==> config.mk <==
export PLATFORM = sky130hd
export DESIGN_NAME = mux_stream_sequencer
export DESIGN_NICKNAME = d
export VERILOG_FILES = /design/src/rtl/mux_stream_sequencer.sv
export SDC_FILE = /design/constraint.sdc
export NUM_CORES = 1
export LEC_CHECK = 0
export ABC_AREA = 1
export CORE_MARGIN = 2
export CORE_UTILIZATION = 45
export CTS_CLUSTER_DIAMETER = 50
export DETAILED_ROUTE_END_ITERATION = 10
export PLACE_DENSITY = 0.68
export REMOVE_ABC_BUFFERS = 1
export SYNTH_ARGS = -nofsm -noshare
export SYNTH_HDL_FRONTEND = slang
export SYNTH_SLANG_ARGS = --single-unit
==> constraint.sdc <==
create_clock -name clk -period 1.6 [get_ports clk]
set_input_delay 0.48 -clock clk [delete_from_list [all_inputs] [get_ports clk]]
set_output_delay 0.48 -clock clk [all_outputs]
set_load 0.05 [all_outputs]
==> src/rtl/mux_stream_sequencer.sv <==
// rtl/mux_stream_sequencer.sv - walks an upstream mux across NUM_SRC sources and streams the words out through a small FIFO
module mux_stream_sequencer #(
   parameter int WORD_SIZE = 16,
   parameter int NUM_SRC   = 12,
   parameter int DEPTH     = 4
) (
   input  logic                 clk,
   input  logic                 reset_n,
   input  logic                 start,
   input  logic                 abort,
   output logic [3:0]           mux_sel,
   input  logic [WORD_SIZE-1:0] mux_data,
   output logic [WORD_SIZE-1:0] out_data,
   output logic                 out_valid,
   input  logic                 out_ready,
   output logic                 busy,
   output logic                 done
);

   localparam int AW = (DEPTH > 1) ? $clog2(DEPTH) : 1;
   localparam int CW = AW + 1;
   localparam logic [CW-1:0] FULL_COUNT = CW'(DEPTH);
   localparam logic [CW-1:0] ONE_COUNT  = CW'(1);
   localparam logic [3:0]    LAST_SEL   = 4'(NUM_SRC - 1);

   typedef enum logic [1:0] {
      ST_IDLE,
      ST_RUN,
      ST_DRAIN,
      ST_DONE
   } state_t;

   state_t               state;
   logic [3:0]           sel;
   logic [WORD_SIZE-1:0] mem [DEPTH];
   logic [AW-1:0]        rd_ptr;
   logic [AW-1:0]        wr_ptr;
   logic [CW-1:0]        count;
   logic                 pop;
   logic                 push;
   logic                 drain_empty;

   // A pop frees a slot in the same cycle, so a full FIFO can still accept a word when it is being read.
   assign out_valid   = (count != '0);
   assign out_data    = mem[rd_ptr];
   assign pop         = out_valid & out_ready;
   assign push        = (state == ST_RUN) && ((count < FULL_COUNT) || pop);
   assign drain_empty = (count == '0) || ((count == ONE_COUNT) && pop);
   assign mux_sel     = sel;

   // FIFO storage, pointers and occupancy; abort flushes without touching stored words.
   always_ff @(posedge clk or negedge reset_n) begin
      if (!reset_n) begin
         rd_ptr <= '0;
         wr_ptr <= '0;
         count  <= '0;
         for (int i = 0; i < DEPTH; i++) begin
            mem[i] <= '0;
         end
      end else if (abort) begin
         rd_ptr <= '0;
         wr_ptr <= '0;
         count  <= '0;
      end else begin
         if (push) begin
            mem[wr_ptr] <= mux_data;
            wr_ptr      <= wr_ptr + 1'b1;
         end
         if (pop) begin
            rd_ptr <= rd_ptr + 1'b1;
         end
         case ({push, pop})
            2'b10:   count <= count + 1'b1;
            2'b01:   count <= count - 1'b1;
            default: count <= count;
         endcase
      end
   end

   // Pass sequencing: select counter, state and the registered busy/done flags.
   always_ff @(posedge clk or negedge reset_n) begin
      if (!reset_n) begin
         state <= ST_IDLE;
         sel   <= '0;
         busy  <= 1'b0;
         done  <= 1'b0;
      end else if (abort) begin
         state <= ST_IDLE;
         sel   <= '0;
         busy  <= 1'b0;
         done  <= 1'b0;
      end else begin
         case (state)
            ST_IDLE: begin
               done <= 1'b0;
               if (start) begin
                  state <= ST_RUN;
                  sel   <= '0;
                  busy  <= 1'b1;
               end
            end
            ST_RUN: begin
               if (push) begin
                  if (sel == LAST_SEL) begin
                     sel   <= '0;
                     state <= ST_DRAIN;
                  end else begin
                     sel <= sel + 1'b1;
                  end
               end
            end
            ST_DRAIN: begin
               if (drain_empty) begin
                  state <= ST_DONE;
                  busy  <= 1'b0;
                  done  <= 1'b1;
               end
            end
            ST_DONE: begin
               state <= ST_IDLE;
               done  <= 1'b0;
            end
            default: begin
               state <= ST_IDLE;
               sel   <= '0;
               busy  <= 1'b0;
               done  <= 1'b0;
            end
         endcase
      end
   end

endmodule

=== Yosys cells after proc, flatten, opt, wreduce, memory -nomap -nowiden ===
Index checks and enable logic that the tools add are counted.

* Bits in registers: 79
* Input bits: 21
* Word-level logic and storage cells: 85
* Memories kept: 0
* Bits in latches: 0
* Bits in writable memories: 0
* ROM bits: 0

* Order comparisons: 4
* Eq/ne operators: 11
* $mul: 0
* Bitwise operators: 4
* Reduce and logical (&&, ||, !) cells: 20
* Shift-type cells: 0
* Muxes and demuxes: 30
* Divide/modulo/power cells: 0
* Add/sub/neg operators: 5

{| class="wikitable"
|+ Operators by type and width
! operator !! count
|-
| bitwise mux 64 bit || 1
|-
| 2-to-1 mux 16 bit || 3
|-
| binary-select mux 16 bit (select 2 bit) || 1
|-
| demux 16 bit (select 2 bit) || 1
|-
| 2-to-1 mux 2 bit || 9
|-
| 2-to-1 mux 4 bit || 4
|-
| nonzero test 3 bit || 5
|-
| != test 3 bit, second input constant || 3
|-
| case mux 2 bit (4 select lines) || 1
|-
| case mux 4 bit (2 select lines) || 1
|-
| equality test 2 bit, second input constant || 3
|-
| greater-or-equal comparator 3 bit, second input constant || 2
|-
| NOT 2 -> 3 bit || 2
|-
| case mux 3 bit (2 select lines) || 1
|-
| AND reduction 3 bit || 2
|-
| 2-to-1 mux 1 bit || 5
|-
| adder 2 x 1 -> 2 bit, second input constant || 2
|-
| adder 4 x 1 -> 4 bit, second input constant || 1
|-
| equality test 2 x 1 -> 1 bit, second input constant || 2
|-
| equality test 4 bit, second input constant || 1
|-
| case mux 1 bit (2 select lines) || 2
|-
| AND reduction 2 bit || 2
|-
| AND reduction 4 bit || 1
|-
| nonzero test 2 bit || 2
|-
| 14 further kinds || 17
|}

=== Logic depth before layout (Yosys ltp) ===
Gate-level depths: netlist of the first run.

* Depth after elaboration: 7
* Depth in mapped cells: 10
* Depth with buffers taken out: 10

=== Worst setup path after synthesis of the first run ===
OpenSTA, ideal clock, no wires.

* Path kind: register -> output
* From: register rd_ptr[0]
* To: output out_data[12]
* Path slack: -541 ps
* Data required time: 1120 ps
* Path buffers: 1
* Arrival time: 1661 ps
* Cell stages (with the launch flop): 5
* Cells stage by stage: dfrtp_1 -> clkinv_1 -> clkbuf_1 -> o21ai_0 -> o22ai_1

* Longest elaborated chain between the ends: 4

{| class="wikitable"
|+ RTL lines
! item !! RTL line !! text
|-
| start, declared || 36 || <nowiki>logic [AW-1:0] rd_ptr;</nowiki>
|-
| start signal, assigned || 70 || <nowiki>rd_ptr <= rd_ptr + 1'b1;</nowiki>
|-
| NOT 2 -> 3 bit (implied by the code) || 45 || <nowiki>assign out_data = mem[rd_ptr];</nowiki>
|-
| binary-select mux 16 bit (select 2 bit) || 45 ||
|-
| 2-to-1 mux 16 bit (implied by the code) (2 in series) || 45 ||
|-
| end, declared || 13 || <nowiki>output logic [WORD_SIZE-1:0] out_data,</nowiki>
|}

Every way passes these cells. The select of a mux whose other input is x is not followed.

=== Worst setup path after layout of the first run ===
* From: register rd_ptr[0]
* To: output out_data[15]

The elaborated chain is that of the path after synthesis.

==> metrics.txt, run 1 <==
critical path startpoint category register; Avg Inst Size Synth just under 9 sq um; core region area approximately 8600 sq um; Slew @ Worst Pin 0.5229 ns; CTS Buffer Depth 2; cell internal pwr between 0.006 and 0.007 W; Antenna diodes 0; critical path type reg -> out; CP required 1.12 ns; die area approximately 9500 sq um; row cnt 34; crit end category output pin; maximum vdd drop between 1 and 1.5 mV; Min Hold Slack 0.4947 ns; commonest non-fill, non-tap cells in the layout 77 x dfrtp_1, 56 x nand2_1, 48 x o21ai_1; fin crit period between 2 and 2.5 ns; starting DRC count in detailed routing between 200 and 250; crit-path cells clkinv_4 -> buf_4 -> nor2_1 -> o22ai_1 -> buf_4; Synth Register Bits 79; initial core utilization 45.69%; commonest non-fill, non-tap cell in the layout dfrtp_1; sink count of the clock tree between 70 and 80; DRC 0; first-pass GRT wire length approximately 15 mm; die height between 90 and 100 um; endpoints failing setup 34; setup ws final -0.4691 ns; Syn Inst Count between 400 and 500; vias per cell around 5.6; hpwl dp between 5 and 6 mm; Die Wd around 97 um; yosys warns 0; Arr. time, crit path between 1.5 and 2 ns; period utilization 129.3%; largest net degree at the start of global routing 33; Layout Skew 0.01299 ns; failing checks setup timing; share of cells above drive strength 1 around 40%; I/O Buffers 43; synthesis-to-finish area growth 47.10%; RSZ-0062 raised after global routing yes; Top delay family on crit path buffers and inverters; Multi-input gate area roughly 2100 sq um; fillers 610; count of final hold-check violations 0; final wirelength 11.41 mm; CTS buffer count 9; CTS tree yes; Pre-Repair DR Iteration Count 4; Switch Pwr about 0.0048 W; vias in the first global route about 3200; worst-path maximum fanout 6; sequential fraction of design power 29.6%; Synth cell types 25; setup tns final -6.981 ns; Slew HR between 60% and 70%; CTS clk-pin slew, worst paths approximately 0.08 ns; fin nets approximately 570; vias approximately 3600; CTS root buf clkbuf_8; Avg WL per Cell around 17 um; Power Dens Cells around 1900 nW/um^2; Achievable Freq just under 0.5 GHz; initial antenna violation count 0; Ports between 40 and 50; clk_lat worst skew ~0.36 ns; worst path bufs/invs 3; register area about 2000 sq um; GR Util All Layers a little under a fifth; total global routing overflow 0; Leakage approximately 2.7 nW; Final ANT Viol Nets 0; CTS HTree Levels 3; sequential area share after synthesis between 50% and 60%; Yosys top cell by area dfrtp_1; Crit path top cell by count buf_4; clock power share ~16%; synth top area cells dfrtp_1 50%, nand2_1 9.3%, o21ai_1 6.0%; status complete, but fails checks; Max-Cap Viols 0; final instance area approximately 5800 sq um; delay of the slowest cell on the worst path ~0.47 ns; Final Max Tran Viols 0; final core utilization between 60% and 70%; worst hold path type reg -> reg; CP max stage cell dfrtp_2; Sw Ratio 44.17%; Synth top area share around half; Comb power frac 54.6%; routability cong. about 0.82; mapped cell area around 3900 sq um; Placed Area approximately 4600 sq um
==> sequential cells by signal, indices dropped and copies added, names as in the netlist <==
| signal | cells |
|---|---|
| wr_ptr | 2 |
| done | 1 |
| rd_ptr | 2 |
| busy | 1 |
| count | 3 |
| state | 2 |
| mux_sel | 4 |
| mem | 64 |
==> synthesized netlist by cell type (all sizes together) <==
master and n:
o21ai 103, nand2 101, dfrtp 79, nor2 44, inv 37, o22ai 16
buf 14, ha 12, nand3 12, clkbuf 8, nand4 7, a21oi 3
nand3b 2, nor3 2, clkinv 1, nor3b 1, o211ai 1, xnor2 1
xor2 1
==> timing repair <==
item | in CTS | in global routing
buffers inserted | 2 | 10
hold endpoints to repair | 14 | 0
cloned | 0 | 15
gates resized for setup | 19 | 146
hold buffers | 1 | 0
endpoints found under the setup margin | 49 | 91
pin swaps | 2 | 15
==> worst paths after layout <==
check                                      startpoint                   end  slack, ns  depth (start not counted)
worst max-delay path            rd_ptr[0]$_DFFE_PN0P_          out_data[15]      -0.47                          5
min in group asynchronous                     reset_n   mem[18]$_DFFE_PN0P_       0.52                          2
max in group asynchronous                     reset_n  state[0]$_DFFE_PN0P_       0.58                          3
worst max register to register   state[1]$_DFFE_PN0P_   mem[53]$_DFFE_PN0P_      -0.04                         11
worst min-delay path              mem[42]$_DFFE_PN0P_   mem[42]$_DFFE_PN0P_       0.49                          2
worst min register to register    mem[42]$_DFFE_PN0P_   mem[42]$_DFFE_PN0P_       0.49                          2
==> power groups by stage <==
stage	sequential [W]	clock [W]	combinational [W]
6_report	0.00320	0.00171	0.00590
5_1_grt	0.00328	0.00181	0.00632
4_1_cts	0.00301	0.00170	0.00466
3_5_place_dp	0.00303	0	0.00447
3_3_place_gp	0.00301	0	0.00438
2_1_floorplan	0.00312	0	0.00282
==> final cells by class <==
cell class | count | share of cell area (%)
tap | 108 | 2.340
clock buffer | 11 | 2.448
inverter | 38 | 2.643
clock inverter | 5 | 1.408
sequential | 79 | 34.27
timing repair buffer | 102 | 20.82
multi-input combinational | 310 | 36.07
==> stage by stage <==
step	setup slack [ns]	power [W]	instances
after global routing	-0.5100	0.01141	653
after CTS	-0.4076	0.009367	628
after detailed placement	-0.4401	0.007508	609
after floorplan	-0.9239	0.005936	423
after global placement	-0.3898	0.007396	609
final	-0.4691	0.01081	653
==> worst reg2reg max path, stage by stage, from the launching register on <==
cell and delay (ns):
dfrtp_1 0.40, inv_2 0.09, ha_4 0.14, inv_4 0.04, nor2_4 0.10, inv_4 0.06, nor2_8 0.18, buf_6 0.14
nand2_8 0.09, clkbuf_16 0.20, nand2_2 0.05, o21ai_1 0.06
==> kinds of logic after synthesis <==
family	count (synthesis)	synth area share (%)
adder cells (fa/ha/maj)	12	3.824
buffers and inverters	60	8.413
AO/OA/AOI/OAI	123	17.88
XOR/XNOR	2	0.4462
flip-flops	79	50.35
AND/OR/NAND/NOR	169	19.09
==> per-layer routing <==
layer	routed length [um]	vias up	track usage (%)
met5	0	-	0
met4	258	0	4.701
li1	-	1680	-
met3	782	25	4.029
met2	5719	156	31.72
met1	4649	1787	25.98
No activity file was read; power rests on OpenSTA's default activity.
==> inputs of run 2 (changes only) <==
- ABC_AREA: 1 -> 0
- GPL_TIMING_DRIVEN: default -> 0
==> run 2 against run 1 <==
The run still ends with setup timing left. Core utilization is 4.8 points lower. Synthesized cell count down 40%. Worst hold slack got worse by 0.40 ns. Count of clock-buffer cells in the layout is 2 lower. Final cell count is 30% lower. Highest routed layer unchanged.
==> metrics.txt, run 2 <==
Synth Register Bits 79 (unchanged); CTS clk-pin slew, worst paths 0.09 ns (was 0.08 ns); vias in the first global route 2593 (was 3247); share of cells above drive strength 1 57.55% (was 39.82%); fin crit period 2.175 ns (was 2.069 ns); mapped cell area 3815 sq um (was 3926 sq um); Slew @ Worst Pin 0.5028 ns (was 0.5229 ns); worst reg-to-reg setup slack -0.16 ns (was -0.04 ns); top cells by count, synth 79 x dfrtp_1, 65 x mux2_2, 16 x mux4_2 (was 97 x nand2_1, 79 x dfrtp_1, 47 x o21ai_1); Final Max Tran Viols 0 (unchanged); first-pass GRT wire length 13.24 mm (was 15.05 mm); r2r endpoint mem[49]$_DFFE_PN0P_ (was mem[53]$_DFFE_PN0P_); Layout Skew 0.01221 ns (was 0.01299 ns); most numerous cell in the Yosys netlist dfrtp_1 (was nand2_1); yosys warns 0 (unchanged); count of final hold-check violations 0 (unchanged); Pre-Repair DR Iteration Count 4 (unchanged); setup ws final -0.5749 ns (was -0.4691 ns); synthesis-to-finish area growth 34.44% (was 47.10%); Achievable Freq 0.4598 GHz (was 0.4833 GHz); Arr. time, crit path 1.69 ns (was 1.59 ns); RSZ-0062 raised after global routing yes (unchanged); starting DRC count in detailed routing 54 (was 229); status complete, but fails checks (unchanged); met2 WL post-DR 4.103 mm (was 5.719 mm); commonest non-fill, non-tap cells in the layout 75 x dfrtp_1, 62 x mux2_2, 26 x buf_4 (was 77 x dfrtp_1, 56 x nand2_1, 48 x o21ai_1); worst hold path type in -> async (was reg -> reg); core region area 8217 sq um (was 8593 sq um); CTS buffer count 9 (unchanged); critical path startpoint category register (unchanged); Placed Area 4327 sq um (was 4644 sq um); Antenna diodes 0 (unchanged); worst-path maximum fanout 7 (was 6); final instance area 5129 sq um (was 5776 sq um); Max-Cap Viols 0 (unchanged); final wirelength 8.303 mm (was 11.41 mm); critical path type reg -> out (unchanged); Ports 44 (unchanged); Syn Inst Count 265 (was 445); largest net degree at the start of global routing 45 (was 33); Final ANT Viol Nets 0 (unchanged); endpoints failing setup 85 (was 34); Slew HR 66.48% (was 65.14%); initial antenna violation count 0 (unchanged); Avg WL per Cell 18.21 um (was 17.47 um); Synth top area share 51.82% (was 50.35%); Avg Inst Size Synth 14.40 sq um (was 8.823 sq um); synth top area cells dfrtp_1 52%, mux2_2 19%, mux4_2 9.4% (was dfrtp_1 50%, nand2_1 9.3%, o21ai_1 6.0%); vias 2512 (was 3648); r2r startpoint state[0]$_DFFE_PN0P_ (was state[1]$_DFFE_PN0P_); sink count of the clock tree 79 (unchanged); DRC 0 (unchanged); die height 96.08 um (was 97.41 um); wl on met1 3.773 mm (was 4.649 mm); crit end category output pin (unchanged); maximum vdd drop 1.064 mV (was 1.210 mV); CTS HTree Levels 3 (unchanged); initial core utilization 46.43% (was 45.69%); vias per cell 5.509 (was 5.587); Largest register FFs 64 (unchanged); asr flop ratio synth 100.0% (unchanged); GR Util All Layers 19.34% (was 19.17%); Die Wd 96.08 um (was 97.41 um); I/O Buffers 43 (unchanged); row cnt 33 (was 34); total global routing overflow 0 (unchanged); fin nets 379 (was 573); final core utilization 62.42% (was 67.21%); sequential area share after synthesis 51.82% (was 50.35%); met3 WL post-DR 314 um (was 782 um); Yosys top cell by area dfrtp_1 (unchanged); hold buffers post-CTS 0 (was 1); top_reg_cell synth dfrtp_1 (unchanged); hpwl dp 4.525 mm (was 5.788 mm); Power Dens Cells 1946 nW/um^2 (was 1872 nW/um^2); top layer reached by signal wires met4 (unchanged); clk_lat worst skew 0.35 ns (was 0.36 ns); routability cong. 0.7432 (was 0.8222); CTS Buffer Depth 2 (unchanged); period utilization 135.9% (was 129.3%); R2R depth 8 (was 11); commonest non-fill, non-tap cell in the layout dfrtp_1 (unchanged); Post-synth EDFFs 0 (unchanged); Leakage 2.275 nW (was 2.726 nW); CP required 1.12 ns (about the same); CTS root buf clkbuf_8 (unchanged); failing checks setup timing (unchanged); Synth cell types 41 (was 25); die area 9230 sq um (was 9488 sq um); CTS tree yes (unchanged); Top reg by flops mem (unchanged)
-- run 2: cell types whose count changed in the layout (fill, tap and decap cells not counted), sizes merged, moves of 16 or more --
cell and change:
nand2 -90, mux2 +65, o22ai -16, o21ai -99, mux4 +16, buf -17
nor2 -33, inv -22
-- run 2: area by class of cell --
class	count	area [sq um]
fill	611	3088
multi-input combinational	168	2033
sequential	79	1987
timing repair buffer	76	728.2
tap	105	131.4
clock buffer	9	123.9
clock inverter	7	80.08
inverter	12	45.04
-- run 2: per-stage QoR --
| stage | total power, W | worst slack (ns) | std cells | hold WS [ns] | setup TNS, ns |
|---|---|---|---|---|---|
| detailed placement | 0.007243 | -1.420 | 404 | 0.4835 | -88.96 |
| CTS | 0.009752 | -0.5748 | 453 | 0.1003 | -16.58 |
| global placement | 0.007148 | -2.810 | 403 | 0.4817 | -308.71 |
| global route | 0.01051 | -0.6348 | 456 | 0.1072 | -21.50 |
| finish | 0.009979 | -0.5749 | 456 | 0.09286 | -17.82 |
| floorplan | 0.006037 | -0.5212 | 255 | 0.1844 | -17.29 |
-- run 2: power breakdown --
part | internal, W | switching [W] | leakage, nW | total [W]
clock network | 0.000743 | 0.000788 | 0.102 | 0.00153
logic | 0.00257 | 0.00283 | 1.14 | 0.00540
registers | 0.00265 | 0.000395 | 1.03 | 0.00305
-- run 2: metal layers --
layer / up-vias / global-route usage [%]
li1: 1141 / -
met1: 1293 / 26.85
met2: 63 / 30.56
met3: 15 / 3.602
met4: 0 / 6.905
met5: - / 0
-- run 2: cell families (layout without fill, tap and decap cells) --
group,after synthesis,in the layout,share of synthesized area [%]
compound gates,22,22,4.264
xor+xnor,3,3,0.6889
fa+ha+maj,12,12,3.936
buf+inv,22,104,3.148
flops,79,79,51.82
mux,82,82,28.89
simple gates,45,49,7.248
-- run 2: repair_timing --
action,4_1_cts,5_1_grt
hold endpoints to repair,0,0
endpoints found under the setup margin,98,93
resized for setup,190,31
buffers inserted,29,4
gates cloned,4,0
pin swaps,14,7
-- run 2: worst max-delay path by stage --
stage                          startpoint             endpoint  slack [ns]  cells after the start
global placement                  reset_n  mem[10]$_DFFE_PN0P_       -2.81                      1
finish              rd_ptr[0]$_DFFE_PN0P_          out_data[6]       -0.57                      3
global route        rd_ptr[0]$_DFFE_PN0P_          out_data[6]       -0.63                      3
floorplan           rd_ptr[0]$_DFFE_PN0P_          out_data[0]       -0.52                      1
CTS                 rd_ptr[0]$_DFFE_PN0P_          out_data[3]       -0.57                      3
detailed placement  rd_ptr[0]$_DFFE_PN0P_          out_data[3]       -1.42                      2
-- run 2: critical path: stages, from the launching register on --
cell	delay, ns
dfrtp_4	0.50
buf_6	0.15
mux4_2	0.52
buf_6	0.17
==> inputs of run 3 (changes only) <==
- REMOVE_ABC_BUFFERS: 1 -> default
- SKIP_CTS_REPAIR_TIMING: default -> 1
- SKIP_LAST_GASP: default -> 1
==> run 3 against run 2 <==
The run still ends with setup timing left. Design area up 3.9%. Count of clock-buffer cells in the layout increased by 1. Largest cell class is now flip-flops and latches. Largest power group unchanged. Critical path depth increased by 1. Global-route usage decreased by 2.7 points. Clock skew down 0.0087 ns. Maximum frequency is 2.2% lower. Die area unchanged. Worst hold slack improved by 0.0071 ns. Sequential cell count is the same. Setup slack worse by 0.049 ns. Core utilization increased by 2.4 points. Clock power grew 3%.
==> metrics.txt, run 3 (synthesis results as in run 2) <==
Slew HR 63.63% (was 66.48%); GR Util All Layers 16.67% (was 19.34%); routability cong. 0.7390 (was 0.7432); share of cells above drive strength 1 57.62% (was 57.55%); Largest register FFs 64 (unchanged); worst reg-to-reg setup slack -0.23 ns (was -0.16 ns); sink count of the clock tree 79 (unchanged); clk_lat worst skew 0.35 ns (about the same); die height 96.08 um (unchanged); worst hold path type in -> async (unchanged); Layout Cells excl Fill 466 (was 456); fin crit period 2.223 ns (was 2.175 ns); Arr. time, crit path 1.74 ns (was 1.69 ns); status complete, but fails checks (unchanged); total global routing overflow 0 (unchanged); CP required 1.12 ns (about the same); Layout Skew 0.003484 ns (was 0.01221 ns); Pre-Repair DR Iteration Count 4 (unchanged); vias per cell 5.273 (was 5.509); Min Hold Slack 0.09996 ns (was 0.09286 ns); Leakage 2.429 nW (was 2.275 nW); CTS tree yes (unchanged); Crit path top cell by count buf_12 (was buf_6); Antenna diodes 0 (unchanged); Placed Instances 414 (was 404); CTS root buf clkbuf_8 (unchanged); critical path type reg -> out (unchanged); count of final hold-check violations 0 (unchanged); Final Max Tran Viols 0 (unchanged); crit end category output pin (unchanged); CP max stage cell mux4_2 (unchanged); endpoints failing setup 64 (was 85); r2r endpoint state[0]$_DFFE_PN0P_ (was mem[49]$_DFFE_PN0P_); failing checks setup timing (unchanged); final wirelength 7.903 mm (was 8.303 mm); critical path startpoint category register (unchanged); core region area 8217 sq um (unchanged); maximum vdd drop 0.9777 mV (was 1.064 mV); I/O Buffers 43 (unchanged); DRC 0 (unchanged); commonest non-fill, non-tap cell in the layout dfrtp_1 (unchanged); row cnt 33 (unchanged); vias 2457 (was 2512); die area 9230 sq um (unchanged); vias in the first global route 2404 (was 2593); Die Wd 96.08 um (unchanged); R2R depth 7 (was 8); CTS clk-pin slew, worst paths 0.07 ns (was 0.09 ns); CTS buffer count 9 (unchanged); Max-Cap Viols 0 (unchanged); setup ws final -0.6235 ns (was -0.5749 ns); Pwr Total 0.01020 W (was 0.009979 W); initial antenna violation count 0 (unchanged); Post-Place Setup Slack -0.8339 ns (was -1.420 ns); hpwl dp 4.725 mm (was 4.525 mm); crit-path cells buf_12 -> buf_12 -> mux4_2 -> buf_6 (was buf_6 -> mux4_2 -> buf_6); r2r startpoint count[1]$_DFFE_PN0P_ (was state[0]$_DFFE_PN0P_); commonest non-fill, non-tap cells in the layout 71 x dfrtp_1, 63 x mux2_2, 27 x buf_6 (was 75 x dfrtp_1, 62 x mux2_2, 26 x buf_4); Final ANT Viol Nets 0 (unchanged); CTS Buffer Depth 2 (unchanged); CTS HTree Levels 3 (unchanged); Top reg by flops mem (unchanged); Slew @ Worst Pin 0.5455 ns (was 0.5028 ns); Ports 44 (unchanged); Syn Nets between 200 and 300; synthesis-to-finish area growth 39.62% (was 34.44%); delay of the slowest cell on the worst path 0.53 ns (was 0.52 ns); RSZ-0062 raised after global routing yes (unchanged); period utilization 139.0% (was 135.9%); first-pass GRT wire length 11.43 mm (was 13.24 mm); worst-path maximum fanout 6 (was 7); starting DRC count in detailed routing 79 (was 54); fin nets 389 (was 379); Achievable Freq 0.4497 GHz (was 0.4598 GHz); largest net degree at the start of global routing 41 (was 45); Power Dens Cells 1914 nW/um^2 (was 1946 nW/um^2); setup tns final -10.73 ns (was -17.82 ns); initial core utilization 46.43% (unchanged); Avg WL per Cell 16.96 um (was 18.21 um)
run 3: metrics by stage:
step                area (sq um)  util, %
floorplan                   3899        -
global placement            4461    54.29
detailed placement          4478    54.50
CTS                         4690    57.07
global route                5326    64.82
finish                      5326    64.82
run 3: cell type report:
class | instances | area, sq um
Fill cell | 602 | 2890
Sequential cell | 79 | 1987
Multi-Input combinational cell | 164 | 1936
Timing Repair Buffer | 81 | 878.3
Buffer | 9 | 137.6
Tap cell | 105 | 131.4
Clock buffer | 10 | 127.6
Clock inverter | 6 | 83.83
Inverter | 12 | 45.04
run 3: report_power, final:
group          switching [W]  leakage [nW]  internal [W]  total, W
Clock               0.000706         0.110      0.000876   0.00158
Combinational        0.00278          1.29       0.00281   0.00558
Sequential          0.000381          1.02       0.00265   0.00303
run 3: how the worst max path moves through the flow:
stage | depth (start not counted) | slack, ns | endpoint | startpoint
final | 4 | -0.62 | out_data[13] | rd_ptr[0]$_DFFE_PN0P_
after global routing | 4 | -0.69 | out_data[13] | rd_ptr[0]$_DFFE_PN0P_
after CTS | 4 | -1.22 | out_data[12] | rd_ptr[0]$_DFFE_PN0P_
after detailed placement | 4 | -0.83 | out_data[12] | rd_ptr[0]$_DFFE_PN0P_
after global placement | 1 | -3.10 | mux_sel[1]$_DFFE_PN0P_ | reset_n
after floorplan | 3 | -0.18 | out_data[10] | rd_ptr[0]$_DFFE_PN0P_
run 3: worst max-delay path, delay by kind of cell (launching register included):
family | cells | cell delay, ns
buf+inv | 3 | 0.44
flops | 1 | 0.42
mux | 1 | 0.53
run 3: layer usage:
metal,GRT usage (%),routed length (um)
met1,21.52,3487
met2,26.85,4064
met3,4.855,246
met4,5.833,105
met5,0,0
